==> config.mk <==
export PLATFORM = sky130hd
export DESIGN_NAME = grf_write_queue_flat
export DESIGN_NICKNAME = d
export VERILOG_FILES = /design/src/rtl/grf_write_queue_if.sv /design/src/rtl/grf_write_queue.sv /design/src/flat_wrapper.sv
export SDC_FILE = /design/constraint.sdc
export NUM_CORES = 1
export LEC_CHECK = 0
export ABC_AREA = 1
export ABC_CLOCK_PERIOD_IN_PS = 13700
export CORE_MARGIN = 2
export CORE_UTILIZATION = 50
export DETAILED_ROUTE_END_ITERATION = 6
export PLACE_DENSITY = 0.74
export SETUP_SLACK_MARGIN = 0.3
export SYNTH_ARGS = -nofsm -noshare
export SYNTH_HDL_FRONTEND = slang
export SYNTH_SLANG_ARGS = --single-unit
export TNS_END_PERCENT = 50
==> constraint.sdc <==
create_clock -name Clk -period 13.7 [get_ports Clk]
set_input_delay 2.74 -clock Clk [delete_from_list [all_inputs] [get_ports Clk]]
set_output_delay 2.74 -clock Clk [all_outputs]
set_load 0.02 [all_outputs]
==> src/rtl/grf_write_queue_if.sv <==
// Bundle of the producer handshake, GRF write-port outputs and forwarding
// lookup signals of grf_write_queue. The queue uses the slave modport; the
// producer/GRF/forwarding side uses the master modport.
interface grf_write_queue_if #(
  parameter int DEPTH = 4
);
  localparam int CW = $clog2(DEPTH) + 1;

  // producer request
  logic          InValid;
  logic          InReady;
  logic [4:0]    InReg;
  logic [31:0]   InData;
  logic [31:0]   InPC;
  // retire control and GRF write port
  logic          Hold;
  logic          WriteEnable;
  logic [4:0]    WriteRegister;
  logic [31:0]   WriteData;
  logic [31:0]   PC;
  // forwarding lookup
  logic [4:0]    LookupAddr;
  logic          LookupHit;
  logic [31:0]   LookupData;
  // occupancy
  logic [CW-1:0] Count;

  modport master (
    output InValid, InReg, InData, InPC, Hold, LookupAddr,
    input  InReady, WriteEnable, WriteRegister, WriteData, PC,
           LookupHit, LookupData, Count
  );

  modport slave (
    input  InValid, InReg, InData, InPC, Hold, LookupAddr,
    output InReady, WriteEnable, WriteRegister, WriteData, PC,
           LookupHit, LookupData, Count
  );
endinterface

==> src/rtl/grf_write_queue.sv <==
// In-order write buffer in front of the GRF write port. Accepts register
// writes over valid/ready, retires one per cycle unless Hold is set, and
// offers a combinational youngest-match lookup for forwarding.
// Optional macro GRF_WRITE_QUEUE_TRACE_EN: prints a GRF-style trace line at
// every retire edge.
module grf_write_queue #(
  parameter int DEPTH = 4
) (
  input  logic              Clk,
  input  logic              Rst,
  grf_write_queue_if.slave  bus
);
  localparam int AW = $clog2(DEPTH);
  localparam int CW = AW + 1;

  typedef logic [AW-1:0] ptr_t;

  logic [4:0]    reg_mem  [DEPTH];
  logic [31:0]   data_mem [DEPTH];
  logic [31:0]   pc_mem   [DEPTH];

  ptr_t          rd_ptr;
  ptr_t          wr_ptr;
  logic [CW-1:0] count;

  logic          full;
  logic          empty;
  logic          push;
  logic          pop;

  assign full  = (count == CW'(DEPTH));
  assign empty = (count == '0);
  // Register 0 requests finish the handshake but are never stored.
  assign push  = bus.InValid && !full && (bus.InReg != 5'd0);
  assign pop   = !empty && !bus.Hold;

  assign bus.InReady       = !full;
  assign bus.WriteEnable   = pop;
  assign bus.WriteRegister = empty ? 5'd0  : reg_mem[rd_ptr];
  assign bus.WriteData     = empty ? 32'd0 : data_mem[rd_ptr];
  assign bus.PC            = empty ? 32'd0 : pc_mem[rd_ptr];
  assign bus.Count         = count;

  // Pointer and occupancy bookkeeping; pointers wrap naturally at DEPTH.
  // NOTE: sequential state uses non-blocking assignments so every flop
  // samples pre-edge values regardless of statement order.
  always_ff @(posedge Clk or negedge Rst) begin
    if (!Rst) begin
      rd_ptr <= '0;
      wr_ptr <= '0;
      count  <= '0;
    end else begin
      if (push) wr_ptr <= wr_ptr + 1'b1;
      if (pop)  rd_ptr <= rd_ptr + 1'b1;
      if (push && !pop)      count <= count + 1'b1;
      else if (pop && !push) count <= count - 1'b1;
    end
  end

  // Entry storage written at the tail on each accepted push.
  // NOTE: payload storage is not reset; validity comes solely from count
  // and the pointers, so stale contents are never observable.
  always_ff @(posedge Clk) begin
    if (push) begin
      reg_mem[wr_ptr]  <= bus.InReg;
      data_mem[wr_ptr] <= bus.InData;
      pc_mem[wr_ptr]   <= bus.InPC;
    end
  end

  // Forwarding lookup: walk stored entries oldest to youngest so the last
  // match (the youngest) wins.
  // NOTE: every output of this block gets a default first so no latch is
  // inferred on the no-hit path.
  always_comb begin
    ptr_t idx;
    bus.LookupHit  = 1'b0;
    bus.LookupData = 32'd0;
    idx            = rd_ptr;
    for (int i = 0; i < DEPTH; i++) begin
      idx = rd_ptr + AW'(i);
      if ((CW'(i) < count) && (bus.LookupAddr != 5'd0) &&
          (reg_mem[idx] == bus.LookupAddr)) begin
        bus.LookupHit  = 1'b1;
        bus.LookupData = data_mem[idx];
      end
    end
  end

`ifdef GRF_WRITE_QUEUE_TRACE_EN
  // Retire trace in the GRF's own format.
  always @(posedge Clk) begin
    if (Rst && bus.WriteEnable)
      $display("@%h: $%d <= %h", bus.PC, bus.WriteRegister, bus.WriteData);
  end
`else
`endif

endmodule

==> src/flat_wrapper.sv <==
// flat-port wrapper written by rule: the top's interface ports become plain ports
module grf_write_queue_flat 
#(
  parameter int DEPTH = 4
)
  (Clk, Rst, bus_InValid, bus_InReg, bus_InData, bus_InPC, bus_Hold, bus_LookupAddr, bus_InReady, bus_WriteEnable, bus_WriteRegister, bus_WriteData, bus_PC, bus_LookupHit, bus_LookupData, bus_Count);
  grf_write_queue_if #(.DEPTH(DEPTH)) bus_i ();
  input  logic Clk;
  input  logic Rst;
  input wire logic [$bits(bus_i.InValid)-1:0] bus_InValid;
  input wire logic [$bits(bus_i.InReg)-1:0] bus_InReg;
  input wire logic [$bits(bus_i.InData)-1:0] bus_InData;
  input wire logic [$bits(bus_i.InPC)-1:0] bus_InPC;
  input wire logic [$bits(bus_i.Hold)-1:0] bus_Hold;
  input wire logic [$bits(bus_i.LookupAddr)-1:0] bus_LookupAddr;
  output wire logic [$bits(bus_i.InReady)-1:0] bus_InReady;
  output wire logic [$bits(bus_i.WriteEnable)-1:0] bus_WriteEnable;
  output wire logic [$bits(bus_i.WriteRegister)-1:0] bus_WriteRegister;
  output wire logic [$bits(bus_i.WriteData)-1:0] bus_WriteData;
  output wire logic [$bits(bus_i.PC)-1:0] bus_PC;
  output wire logic [$bits(bus_i.LookupHit)-1:0] bus_LookupHit;
  output wire logic [$bits(bus_i.LookupData)-1:0] bus_LookupData;
  output wire logic [$bits(bus_i.Count)-1:0] bus_Count;
  assign bus_i.InValid = bus_InValid;
  assign bus_i.InReg = bus_InReg;
  assign bus_i.InData = bus_InData;
  assign bus_i.InPC = bus_InPC;
  assign bus_i.Hold = bus_Hold;
  assign bus_i.LookupAddr = bus_LookupAddr;
  assign bus_InReady = bus_i.InReady;
  assign bus_WriteEnable = bus_i.WriteEnable;
  assign bus_WriteRegister = bus_i.WriteRegister;
  assign bus_WriteData = bus_i.WriteData;
  assign bus_PC = bus_i.PC;
  assign bus_LookupHit = bus_i.LookupHit;
  assign bus_LookupData = bus_i.LookupData;
  assign bus_Count = bus_i.Count;
  grf_write_queue #(.DEPTH(DEPTH)) u_core (.Clk(Clk), .Rst(Rst), .bus(bus_i));
endmodule
==> results of run 1 <==
## worst max path at each step
| stage | slack (ns) | endpoint | cells after the start |
|---|---|---|---|
| after floorplan | 7.03 | bus_LookupData[22] | 13 |
| after global placement | 4.81 | bus_LookupData[28] | 14 |
| after detailed placement | 4.80 | bus_LookupData[28] | 14 |
| after CTS | 4.80 | bus_LookupData[14] | 14 |
| after global routing | 4.49 | bus_LookupData[15] | 14 |
| final | 4.69 | bus_LookupData[14] | 14 |
## per-stage QoR
| step | hold slack, ns | area, um^2 | setup WS [ns] |
|---|---|---|---|
| finish | 0.543 | 17600 | 4.69 |
| floorplan | 0.580 | 14700 | 7.03 |
| global placement | 0.530 | 16700 | 4.81 |
| CTS | 0.552 | 17600 | 4.80 |
| detailed placement | 0.534 | 16700 | 4.80 |
| global route | 0.565 | 17600 | 4.49 |
## placed cells by master (no fill, tap or decap), drive strengths merged
| cell type | synthesis | layout |
|---|---|---|
| o211a | 1 | 1 |
| a31oi | 32 | 32 |
| edfxtp | 276 | 276 |
| mux2i | 64 | 64 |
| nor3 | 2 | 2 |
| and2 | 1 | 1 |
| clkinvlp | 0 | 3 |
| clkinv | 0 | 9 |
| ha | 9 | 9 |
| nor2 | 159 | 159 |
| inv | 63 | 62 |
| bufinv | 0 | 3 |
| xor2 | 8 | 8 |
| or2 | 1 | 1 |
| nand3 | 138 | 138 |
| xnor2 | 1 | 1 |
| diode | 0 | 2 |
| o211ai | 32 | 32 |
| clkdlybuf4s50 | 0 | 184 |
| clkbuf | 51 | 37 |
| nand2 | 404 | 404 |
| o21ai | 170 | 170 |
| dfrtp | 7 | 7 |
| a22oi | 32 | 32 |
| buf | 63 | 19 |
| nand4 | 33 | 33 |
| a21oi | 4 | 4 |
## worst max-delay path, cell delays in order
cell and delay, ns:
clkdlybuf4s50_1 0.57, inv_1 0.13, nand3_1 0.15, nand2_1 0.08, nor2_1 0.09, nand2_1 0.09
nor2_4 0.10, buf_4 0.42, nand3_2 0.75, nand2_1 0.32, nand3_1 0.11, nand2_1 0.10
nand2_1 0.05, clkdlybuf4s50_1 0.54
## final cells by class
class,instances,area (um^2),share of cell area [%]
diodes,2,5.00,0.0284
well taps,384,480,2.73
flip-flops and latches,283,8470,48.1
clock inverters,14,148,0.839
inverters,63,240,1.36
clock buffers,37,756,4.29
repair buffers,203,1980,11.3
multi-input cells,1091,5520,31.4
## sequential cells by signal (all words and copies together) (netlist names)
register,cells
u_core.pc_mem,128
u_core.data_mem,128
u_core.wr_ptr,2
u_core.reg_mem,20
u_core.bus.Count,3
u_core.rd_ptr,2
## power by group through the flow
stage / combinational, mW / clock [mW] / sequential, mW
finish: 2.43 / 0.756 / 1.22
global route: 2.65 / 0.799 / 1.23
CTS: 2.43 / 0.765 / 1.22
detailed placement: 2.41 / 0 / 1.23
global placement: 2.38 / 0 / 1.23
floorplan: 1.56 / 0 / 1.22
## cell families after synthesis
family	count (synthesis)	synth area share (%)
adder cells (fa/ha/maj)	9	0.768
multiplexers	64	4.37
XOR/XNOR	9	0.537
AND/OR/NAND/NOR	738	20.8
AO/OA/AOI/OAI	271	10.6
flip-flops	283	57.7
buffers and inverters	177	5.19
## layer usage
metal | vias to the layer above | track usage [%] | routed length, um
li1 | 5677 | - | -
met1 | 5590 | 31.2 | 15300
met2 | 446 | 40.7 | 17800
met4 | 2 | 7.40 | 834
met3 | 73 | 4.57 | 3050
met5 | - | 0 | 16
==> results by group, run 1 <==
STA
  • Final hold vios: 0
  • Finish-stage setup viols: 0
  • Maximum clock rate: 0.111 GHz
  • RSZ-0062 raised after global routing: no
  • Relative slew slack: 27.2%
  • Post-layout min period: 9.01 ns
  • Worst Tran Pin Value: 1.09 ns
  • Final TNS setup: 0 ns
  • Clk_skew: 0.00623 ns
  • Slew Limit Fails: 0
  • Crit share post-route: 65.8%

Synth
  • Most frequent cell after synthesis: nand2_1
  • Mean Syn Cell Area: 9.46 um^2
  • Post-synth top cells: nand2_1, edfxtp_1, o21ai_0, nor2_1, nand3_1
  • Synthesized net count: 1638
  • Post-synth top area cell: edfxtp_1
  • Yosys warns: 0
  • Synth top area cells: edfxtp_1, nand2_1, o21ai_0, nand3_1, mux2i_1
  • Yosys reg bits: 283
  • Top FF cell, synth: edfxtp_1
  • Unique masters post-synth: 31
  • Mapped Area: 14700 um^2
  • Post-synthesis sequential area ratio: 57.7%
  • Share of the synthesized area in the top cell type: 56.5%
  • FFs w/ async S/R, synth: 2.47%
  • Gate Count Post-Synth: 1551
  • Post-synth EDFFs: 276

Placement
  • Cell total after placement: 2024
  • Routability cong.: 0.838
  • Number of port buffers: 184
  • Estimated wirelength of the detail-placed design: 21700 um

Die
  • Core region area: 28800 um^2
  • Initial Util: 51.0%
  • Chip Width: 175 um
  • Full die area: 30700 um^2
  • Die H: 175 um
  • I/O pins: 185
  • # rows: 62

CTS
  • CTS Buf Count: 29
  • Root buffer cell: clkbuf_16
  • Post_cts resized: 0
  • Setup bufs post-CTS: 0
  • Clock transition at the registers of the reported paths: 0.06 ns
  • Hold buffer count at cts: 0
  • CTS tree: yes
  • Htree depth: 1
  • Clk_lat worst skew: 0.54 ns
  • Max Root-Sink Buffers: 3
  • CTS sink cnt: 283

Drt
  • Routed WL: 37000 um
  • Routed len/inst: 17.8 um
  • Remaining antenna violation count: 0
  • Vias/cell: 5.68
  • DR pass1 iterations: 5
  • Drt drc: 0
  • Initial DRC Count: 976
  • Vias: 11800

Power and ir drop
  • Sw Pwr: 1.97 mW
  • P_int: 2.43 mW
  • Switch share: 44.8%
  • Power Dens Cells: 250 nW/um^2
  • Design Power: 4.40 mW
  • Worst ir drop on vdd: 201 uV
  • Sequential power share: 27.7%
  • Gate power share: 55.2%
  • Cell leakage power: 6.71 nW
  • Clk pwr share: 17.2%

Cells and area
  • Share of layout cells above drive strength 1: 4.61%
  • Nets: 1758
  • Post-Layout Cell Count: 2077
  • Synth-to-Final Area Change: 20.0%
  • Fill cells: 2250
  • Final core utilization: 61.2%

Setup path
  • Critical Path Start Type: input pin
  • R2R Setup Slk: 10.41 ns
  • CP Class: input pin to primary output
  • CP startpoint: bus_LookupAddr[4]
  • Worst r2r dst: u_core.rd_ptr[1]
  • CP Max Fanout: 33
  • RR Startpoint: u_core.rd_ptr[0]
  • Critical path arrival: 6.27 ns
  • Register-to-Register Path Depth: 6
  • Worst EP required: 10.96 ns
  • Setup crit end kind: primary output

Status
  • Status: finished clean

GRT
  • Largest net degree at the start of global routing: 103
  • Antenna violations before repair: 2
  • Vias in the first global route: 11400
  • Global-route wire length before repair: 58700 um
  • GR Overflow Total: 0
  • Total GRT Usage: 23.9%

Min path
  • Hold endpoint: u_core.bus.Count[1]
  • Hold path startpoint: u_core.bus.Count[1]
  • Min-Delay Path Depth: 2
  • Hold/Removal Path Class: flop to flop

Job
  • Max-capacitance violation count: 0
No activity file was read; power rests on OpenSTA's default activity.
==> run 2: changes to the inputs <==
--- a/config.mk
+++ b/config.mk
@@ -6,7 +6,7 @@
 export NUM_CORES = 1
 export LEC_CHECK = 0
 export ABC_AREA = 1
-export ABC_CLOCK_PERIOD_IN_PS = 13700
+export ABC_CLOCK_PERIOD_IN_PS = 9190
 export CORE_MARGIN = 2
 export CORE_UTILIZATION = 50
 export DETAILED_ROUTE_END_ITERATION = 6
==> constraint.sdc (replaced) <==
create_clock -name Clk -period 9.19 [get_ports Clk]
set_input_delay 1.838 -clock Clk [delete_from_list [all_inputs] [get_ports Clk]]
set_output_delay 1.838 -clock Clk [all_outputs]
set_load 0.02 [all_outputs]
==> results by group, run 2 (synthesis gave the netlist of run 1 again) <==
Status
  • Status: finished clean

Min path
  • Hold/Removal Path Class: flop to flop

Placement
  • Routability cong.: 0.890
  • Number of port buffers: 184
  • Area after DPL: 16700 um^2
  • Estimated wirelength of the detail-placed design: 22400 um
  • Placement Setup Slack: 1.67 ns

Setup path
  • Critical path's slowest cell: nand3_2
  • CP Max Fanout: 33
  • CP delay by family, top: simple AND/OR/NAND/NOR gates
  • Crit-path cells: clkdlybuf4s50_1 -> inv_1 -> nand3_1 -> nand2_1 -> nor2_1 -> nand2_1 -> nor2_4 -> nand3_2 -> nand2_1 -> nand3_1 -> nand2_1 -> nand2_1 -> clkdlybuf4s50_1
  • Critical path buffers and inverters: 3
  • Worst path most repeated cell: nand2_1
  • Max stage delay on crit path: 0.88 ns
  • Worst EP required: 7.35 ns
  • Critical Path Start Type: input pin
  • Setup crit end kind: primary output
  • Critical path arrival: 5.78 ns
  • CP Class: input pin to primary output

Cells and area
  • Most frequent cells in the layout: nand2_1, edfxtp_1, clkdlybuf4s50_1, o21ai_0, nor2_1
  • Design area: 17700 um^2
  • Final core utilization: 61.4%
  • Commonest non-fill, non-tap cell in the layout: nand2_1
  • Nets: 1755
  • Largest regs: u_core.data_mem: 128 flops, u_core.pc_mem: 128 flops, u_core.reg_mem: 20 flops
  • Synth-to-Final Area Change: 20.5%
  • Share of layout cells above drive strength 1: 4.44%

Drt
  • Routed WL: 37500 um
  • Vias: 11800
  • DR pass1 iterations: 5
  • Drt drc: 0
  • Initial DRC Count: 1011
  • Remaining antenna violation count: 0
  • Vias/cell: 5.71
  • Routed len/inst: 18.1 um

GRT
  • Vias in the first global route: 11600
  • Total GRT Usage: 24.2%
  • GR Overflow Total: 0
  • Global-route wire length before repair: 59400 um
  • Antenna violations before repair: 4
  • Largest net degree at the start of global routing: 130

Die
  • Die H: 175 um
  • Full die area: 30700 um^2
  • Chip Width: 175 um
  • # rows: 62
  • Core region area: 28800 um^2
  • Initial Util: 51.0%
  • I/O pins: 185

CTS
  • CTS Buf Count: 29
  • Max Root-Sink Buffers: 3
  • Hold buffer count at cts: 0
  • CTS sink cnt: 283
  • Root buffer cell: clkbuf_16
  • Clk_lat worst skew: 0.55 ns
  • Htree depth: 1
  • Post_cts resized: 0
  • CTS tree: yes
  • Setup bufs post-CTS: 0
  • Clock transition at the registers of the reported paths: 0.06 ns

STA
  • Crit share post-route: 82.8%
  • Final hold vios: 0
  • Clk_skew: 0.0200 ns
  • PnR worst setup slack: 1.58 ns
  • Post-layout min period: 7.61 ns
  • Final TNS setup: 0 ns
  • Worst Tran Pin Value: 1.21 ns
  • Relative slew slack: 19.0%
  • Maximum clock rate: 0.131 GHz
  • Hold_ws: 0.547 ns
  • Slew Limit Fails: 0
  • RSZ-0062 raised after global routing: no
  • Finish-stage setup viols: 0

Power and ir drop
  • Worst ir drop on vdd: 270 uV
  • Cell leakage power: 6.75 nW
  • Power Dens Cells: 377 nW/um^2

Job
  • Max-capacitance violation count: 0
## run 2: stage by stage
step                std cells  power, mW
finish                   2074       6.67
global route             2072       7.10
CTS                      2072       6.68
detailed placement       2021       5.43
global placement         2021       5.37
floorplan                1551       4.14
## run 2: per-layer routing
layer	vias up	share of wire [%]	track usage, %	wire [um]
li1	5687	-	-	-
met1	5622	42	31.0	15700
met2	461	48	41.4	18000
met3	71	7.7	4.52	2890
met4	4	2.5	8.13	946
met5	-	0.061	0	23
## run 2: final cells by class
type | instances | area (um^2)
Clock buffer | 32 | 737
Tap cell | 384 | 480
Multi-Input combinational cell | 1091 | 5520
Inverter | 63 | 240
Timing Repair Buffer | 200 | 1960
Sequential cell | 283 | 8470
Clock inverter | 19 | 265
Fill cell | 2294 | 11100
Antenna cell | 2 | 5.00
## run 2: final timing paths
path	startpoint	to	slack, ns	cells past startpoint
max	bus_LookupAddr[4]	bus_LookupData[25]	1.58	13
max in group asynchronous	Rst	u_core.rd_ptr[0]	7.36	1
min in group asynchronous	Rst	u_core.bus.Count[2]	1.55	1
min reg2reg	u_core.bus.Count[1]	u_core.bus.Count[1]	0.55	2
max reg2reg	u_core.bus.Count[0]	u_core.data_mem[2][19]	5.83	7
min	u_core.bus.Count[1]	u_core.bus.Count[1]	0.55	2
## run 2: tightest hold or removal path: stages (launching register included)
cell,delay [ns]
dfrtp_1,0.39
nand2_1,0.06
o21ai_0,0.06
## run 2: where the power goes
group	switching, mW	internal, mW	leakage (nW)	total [mW]
clock	0.472	0.767	0.483	1.24
combinational	2.37	1.25	3.66	3.62
sequential	0.111	1.70	2.61	1.81
==> run 3: changes to the inputs <==
--- a/config.mk
+++ b/config.mk
@@ -6,11 +6,11 @@
 export NUM_CORES = 1
 export LEC_CHECK = 0
 export ABC_AREA = 1
-export ABC_CLOCK_PERIOD_IN_PS = 9190
+export ABC_CLOCK_PERIOD_IN_PS = 6600
 export CORE_MARGIN = 2
 export CORE_UTILIZATION = 50
 export DETAILED_ROUTE_END_ITERATION = 6
-export PLACE_DENSITY = 0.74
+export PLACE_DENSITY = 0.77
 export SETUP_SLACK_MARGIN = 0.3
 export SYNTH_ARGS = -nofsm -noshare
 export SYNTH_HDL_FRONTEND = slang
==> constraint.sdc (replaced) <==
create_clock -name Clk -period 6.6 [get_ports Clk]
set_input_delay 1.32 -clock Clk [delete_from_list [all_inputs] [get_ports Clk]]
set_output_delay 1.32 -clock Clk [all_outputs]
set_load 0.02 [all_outputs]
==> results by group, run 3 (synthesis gave the netlist of run 1 again) <==
Setup path
  • RR Startpoint: u_core.rd_ptr[0]
  • Critical path arrival: 4.61 ns
  • CP Class: flop to primary output
  • CP startpoint: u_core.rd_ptr[0]
  • CP delay by family, top: buffers and inverters
  • Worst path most repeated cell: nand2_1
  • CP Max Fanout: 73
  • Crit-path cells: inv_4 -> nand2_1 -> nand2_4 -> buf_4 -> buf_4 -> nand2_1 -> o21ai_0 -> nand4_1 -> nand3_1 -> nand2_1 -> nand2_1 -> clkdlybuf4s50_1
  • R2R Setup Slk: 3.50 ns
  • Critical Path Start Type: flop
  • Critical path buffers and inverters: 4
  • Max stage delay on crit path: 0.75 ns
  • Worst EP required: 5.28 ns
  • Critical path's slowest cell: dfrtp_4
  • Setup crit end kind: primary output
  • Worst r2r dst: u_core.rd_ptr[1]
  • Register-to-Register Path Depth: 7

STA
  • Relative slew slack: 22.4%
  • RSZ-0062 raised after global routing: no
  • Worst Tran Pin Value: 1.16 ns
  • Finish-stage setup viols: 0
  • Post-layout min period: 5.93 ns
  • Clk_skew: 0.00910 ns
  • Hold_ws: 0.585 ns
  • Crit share post-route: 89.9%
  • Maximum clock rate: 0.169 GHz
  • Slew Limit Fails: 0
  • Final TNS setup: 0 ns
  • Final hold vios: 0

Power and ir drop
  • Worst ir drop on vdd: 375 uV
  • Switch share: 44.4%
  • Cell leakage power: 6.79 nW
  • Gate power share: 54.4%
  • Sw Pwr: 4.12 mW
  • Sequential power share: 27.6%
  • Clk pwr share: 18.0%
  • P_int: 5.15 mW
  • Power Dens Cells: 523 nW/um^2

Drt
  • Drt drc: 2
  • DR pass1 iterations: 7
  • Initial DRC Count: 981
  • Remaining antenna violation count: 0
  • Vias/cell: 5.70
  • Vias: 11900
  • Routed len/inst: 18.0 um
  • Routed WL: 37500 um

Min path
  • Hold endpoint: u_core.bus.Count[1]
  • Min-Delay Path Depth: 2
  • Hold/Removal Path Class: flop to flop
  • Hold path startpoint: u_core.bus.Count[1]

Cells and area
  • Design area: 17700 um^2
  • Largest regs: u_core.data_mem: 128 flops, u_core.pc_mem: 128 flops, u_core.reg_mem: 20 flops
  • Commonest non-fill, non-tap cell in the layout: nand2_1
  • Multi-input gate area: 5520 um^2
  • Share of layout cells above drive strength 1: 5.25%
  • Nets: 1761
  • Most frequent cells in the layout: nand2_1, edfxtp_1, clkdlybuf4s50_1, o21ai_0, nor2_1
  • Final core utilization: 61.6%
  • Synth-to-Final Area Change: 20.9%
  • Fill cells: 2335
  • Seq. cell area: 8470 um^2

Job
  • Max-capacitance violation count: 0

CTS
  • CTS tree: yes
  • Hold buffer count at cts: 0
  • Clk_lat worst skew: 0.55 ns
  • Root buffer cell: clkbuf_16
  • Post_cts resized: 0
  • Setup bufs post-CTS: 0
  • Max Root-Sink Buffers: 3
  • Clock transition at the registers of the reported paths: 0.06 ns
  • CTS sink cnt: 283
  • CTS Buf Count: 28
  • Htree depth: 1

GRT
  • Vias in the first global route: 11600
  • Total GRT Usage: 24.1%
  • Largest net degree at the start of global routing: 118
  • Global-route wire length before repair: 58900 um
  • GRT met3 Usage: 4.87%
  • Global-route met2 utilization: 41.6%
  • Antenna violations before repair: 2
  • GR Overflow Total: 0
  • Grt met1 use: 30.1%
  • Top Usage Layer GRT: met2

Die
  • Core region area: 28800 um^2
  • Chip Width: 175 um
  • # rows: 62
  • Full die area: 30700 um^2
  • Initial Util: 51.0%
  • I/O pins: 185
  • Die H: 175 um

Placement
  • Estimated wirelength of the detail-placed design: 22900 um
  • Number of port buffers: 184
  • Routability cong.: 0.879
  • Area after DPL: 16800 um^2

Status
  • Status: finished with violations
  • Failing checks: DRC
## run 3: worst max-delay path by stage
stage	slack, ns	cells after the start	to
floorplan	1.65	3	u_core.data_mem[0][0]
global placement	0.92	12	bus_LookupData[25]
detailed placement	0.89	12	bus_LookupData[13]
CTS	0.67	12	bus_LookupData[28]
global route	0.31	12	bus_LookupData[25]
finish	0.67	12	bus_LookupData[25]
## run 3: layout make-up
type                            count  area share, %
Clock buffer                       31           4.01
Tap cell                          384           2.71
Antenna cell                        1         0.0141
Clock inverter                     21           1.51
Sequential cell                   283           47.7
Inverter                           63           1.35
Timing Repair Buffer              207           11.6
Multi-Input combinational cell   1091           31.1
## run 3: stage by stage
| stage | power, mW | setup slack (ns) | std cells |
|---|---|---|---|
| 6_report | 9.27 | 0.668 | 2081 |
| 5_1_grt | 9.86 | 0.309 | 2081 |
| 3_5_place_dp | 7.61 | 0.893 | 2028 |
| 4_1_cts | 9.29 | 0.672 | 2080 |
| 2_1_floorplan | 5.76 | 1.65 | 1551 |
| 3_3_place_gp | 7.52 | 0.919 | 2028 |
## run 3: power groups by stage
stage               Sequential, mW  Clock (mW)  Combinational [mW]
global placement              2.58           0                4.95
floorplan                     2.53           0                3.23
CTS                           2.56        1.69                5.04
finish                        2.56        1.67                5.04
detailed placement            2.60           0                5.01
global route                  2.59        1.76                5.50
## run 3: layer usage
metal / routed length [um] / part of all wire (%)
met5: 11 / 0.029
met2: 18200 / 49
met3: 2980 / 7.9
met1: 15200 / 40
met4: 1070 / 2.9
## run 3: worst min-delay path: stages, from the launching register on
cell     delay [ns]
dfrtp_1        0.41
nand2_1        0.06
o21ai_0        0.07
==> patch (settings of run 2) <==
`DEPTH` is set to 4 in 3 places; all go to 2.
--- a/src/rtl/grf_write_queue_if.sv
+++ b/src/rtl/grf_write_queue_if.sv
@@ -2,7 +2,7 @@
 // lookup signals of grf_write_queue. The queue uses the slave modport; the
 // producer/GRF/forwarding side uses the master modport.
 interface grf_write_queue_if #(
-  parameter int DEPTH = 4
+  parameter int DEPTH = 2
 );
   localparam int CW = $clog2(DEPTH) + 1;
 
--- a/src/rtl/grf_write_queue.sv
+++ b/src/rtl/grf_write_queue.sv
@@ -4,7 +4,7 @@
 // Optional macro GRF_WRITE_QUEUE_TRACE_EN: prints a GRF-style trace line at
 // every retire edge.
 module grf_write_queue #(
-  parameter int DEPTH = 4
+  parameter int DEPTH = 2
 ) (
   input  logic              Clk,
   input  logic              Rst,
--- a/src/flat_wrapper.sv
+++ b/src/flat_wrapper.sv
@@ -1,7 +1,7 @@
 // flat-port wrapper written by rule: the top's interface ports become plain ports
 module grf_write_queue_flat 
 #(
-  parameter int DEPTH = 4
+  parameter int DEPTH = 2
 )
   (Clk, Rst, bus_InValid, bus_InReg, bus_InData, bus_InPC, bus_Hold, bus_LookupAddr, bus_InReady, bus_WriteEnable, bus_WriteRegister, bus_WriteData, bus_PC, bus_LookupHit, bus_LookupData, bus_Count);
   grf_write_queue_if #(.DEPTH(DEPTH)) bus_i ();
Ports: changed (resized bus_Count); port bits go from 185 to 184. No check against the original RTL was run, so the function may have changed too.
==> patch against run 2 <==
Setup slack improved by 1100 ps; non-clock buffer count fell by 11; critical path depth fell by 3; total power fell by 51%; clock power fell by 43%; sequential cell count fell by 141; sequential share of layout area fell by 2.4 points; routed wire length fell by 57%; die area fell by 53%; final area fell by 47%; synthesized area fell by 54%; global-route usage fell by 1.6 points; sequential power fell by 46%; largest cell class unchanged; largest power group unchanged.
==> patch: results (changes against run 2) <==
{
  "global_route": {
    "global_route.usage.total": {"value": 0.226, "change": "was 0.242"},
    "global_route_wire_length_before_repair": {"value": 25300, "unit": "um", "change": "was 59400 um"},
    "grt_antenna_before_repair": {"value": 0, "change": "was 4"}
  },
  "cts": {
    "numCtsBuffers": {"value": 17, "change": "was 29"},
    "worstSkewPairLatency": {"value": 420, "unit": "ps", "change": "was 550 ps"},
    "htree_levels": {"value": 4, "change": "was 1"},
    "clk_path_buf_depth": {"value": 2, "change": "was 3"}
  },
  "worst_setup_path": {
    "worstPathArrival": {"value": 4690, "unit": "ps", "change": "was 5780 ps"},
    "critical-path-top-delay-family": {"value": "buffers and inverters", "change": "was simple AND/OR/NAND/NOR gates"}
  },
  "logic_synthesis": {
    "synth-edff-count": {"value": 138, "change": "was 276"},
    "ys_async_sr_fraction": {"value": 0.0282, "change": "was 0.0247"},
    "synth_sequential_area_ratio": {"value": 0.624, "change": "was 0.577"},
    "yosys-top-cells-area": {"value": "edfxtp_1 (61%), nand2_1 (8.3%), o21ai_0 (7.1%)", "change": "was edfxtp_1 (56%), nand2_1 (10%), o21ai_0 (5.5%)"},
    "mappedNetlistArea": {"value": 6800, "unit": "sq um", "change": "was 14700 sq um"}
  },
  "place": {
    "placed_area": {"value": 8720, "unit": "sq um", "change": "was 16700 sq um"},
    "portBuffers": {"value": 183, "change": "was 184"},
    "gpl_wtd_cong": {"value": 0.826, "change": "was 0.890"}
  },
  "outcome": {
    "run_status": {"value": "complete, no violations", "change": "unchanged"}
  },
  "layout": {
    "drive_above_1_share": {"value": 0.0511, "change": "was 0.0444"},
    "layout.nets": {"value": 969, "change": "was 1755"},
    "largestRegisters": {"value": "u_core.data_mem: 64 flops, u_core.pc_mem: 64 flops, u_core.reg_mem: 10 flops", "change": "was u_core.data_mem: 128 flops, u_core.pc_mem: 128 flops, u_core.reg_mem: 20 flops"}
  },
  "power_and_ir_drop": {
    "leakagePower": {"value": 3.76, "unit": "nW", "change": "was 6.75 nW"}
  },
  "timing": {
    "finalClockSkew": {"value": 12.6, "unit": "ps", "change": "was 20.0 ps"},
    "slew_headroom": {"value": 0.359, "change": "was 0.190"}
  },
  "route": {
    "dr.first_iter.drc_count": {"value": 463, "change": "was 1011"}
  }
}
## patch: cell count changes after synthesis, moves of 32 or more
cell,before,now
nand3_1,137,45
nand2_1,402,151
o211ai_1,32,0
mux2i_1,64,0
a31oi_1,32,0
a22oi_1,32,0
o21ai_0,162,97
nor2_1,155,108
edfxtp_1,276,138
## patch: worst register-to-register path, delay by kind of cell (launching register included)
family,cells,cell delay [ps]
flip-flops,1,420
adder cells (fa/ha/maj),1,200
AND/OR/NAND/NOR,2,1000
buffers and inverters,3,770
## patch: power by group through the flow
| stage | logic, mW | clock network (mW) | registers, mW |
|---|---|---|---|
| 2_1_floorplan | 0.960 | 0 | 0.947 |
| 3_5_place_dp | 1.57 | 0 | 0.992 |
| 3_3_place_gp | 1.55 | 0 | 0.982 |
| 6_report | 1.58 | 0.707 | 0.980 |
| 4_1_cts | 1.59 | 0.716 | 0.980 |
| 5_1_grt | 1.72 | 0.745 | 0.999 |
## patch: path summary, 6_finish.rpt
kind,start,to,slack [ps],cells past startpoint
max,bus_LookupAddr[1],bus_LookupData[1],2660,10
min,u_core.bus.Count[0]$_DFFE_PN0P_,u_core.bus.Count[0]$_DFFE_PN0P_,550,1
max reg2reg,u_core.bus.Count[0]$_DFFE_PN0P_,u_core.data_mem[1][0]$_DFFE_PP_,6420,6
min reg2reg,u_core.bus.Count[0]$_DFFE_PN0P_,u_core.bus.Count[0]$_DFFE_PN0P_,550,1
max in group asynchronous,Rst,u_core.rd_ptr$_DFFE_PN0P_,7350,1
min in group asynchronous,Rst,u_core.rd_ptr$_DFFE_PN0P_,1630,1
## patch: stage by stage
stage                      util  std cells
after floorplan               -        724
final                     0.705       1076
after detailed placement  0.658       1044
after global placement    0.658       1044
after global routing      0.705       1076
after CTS                 0.705       1076
## patch: kinds of logic after synthesis
family | Yosys count | share of synthesized area
simple gates | 342 | 0.212
flops | 142 | 0.624
buf+inv | 130 | 0.0762
compound gates | 103 | 0.0758
fa+ha+maj | 4 | 0.00736
xor+xnor | 3 | 0.00387
## patch: cell type report
type | instances | area, sq um
tap | 176 | 220
timing repair buffer | 189 | 1880
multi-input combinational | 452 | 2050
clock buffer | 18 | 429
inverter | 85 | 319
fill | 984 | 3910
clock inverter | 14 | 193
sequential | 142 | 4250
## patch: metal layers
| metal | vias to the layer above | wire length (um) | track usage |
|---|---|---|---|
| met4 | 0 | 261 | 0.0858 |
| met5 | - | 0 | 0 |
| met2 | 267 | 7710 | 0.369 |
| met1 | 2556 | 6650 | 0.285 |
| li1 | 2750 | - | - |
| met3 | 23 | 1570 | 0.0675 |
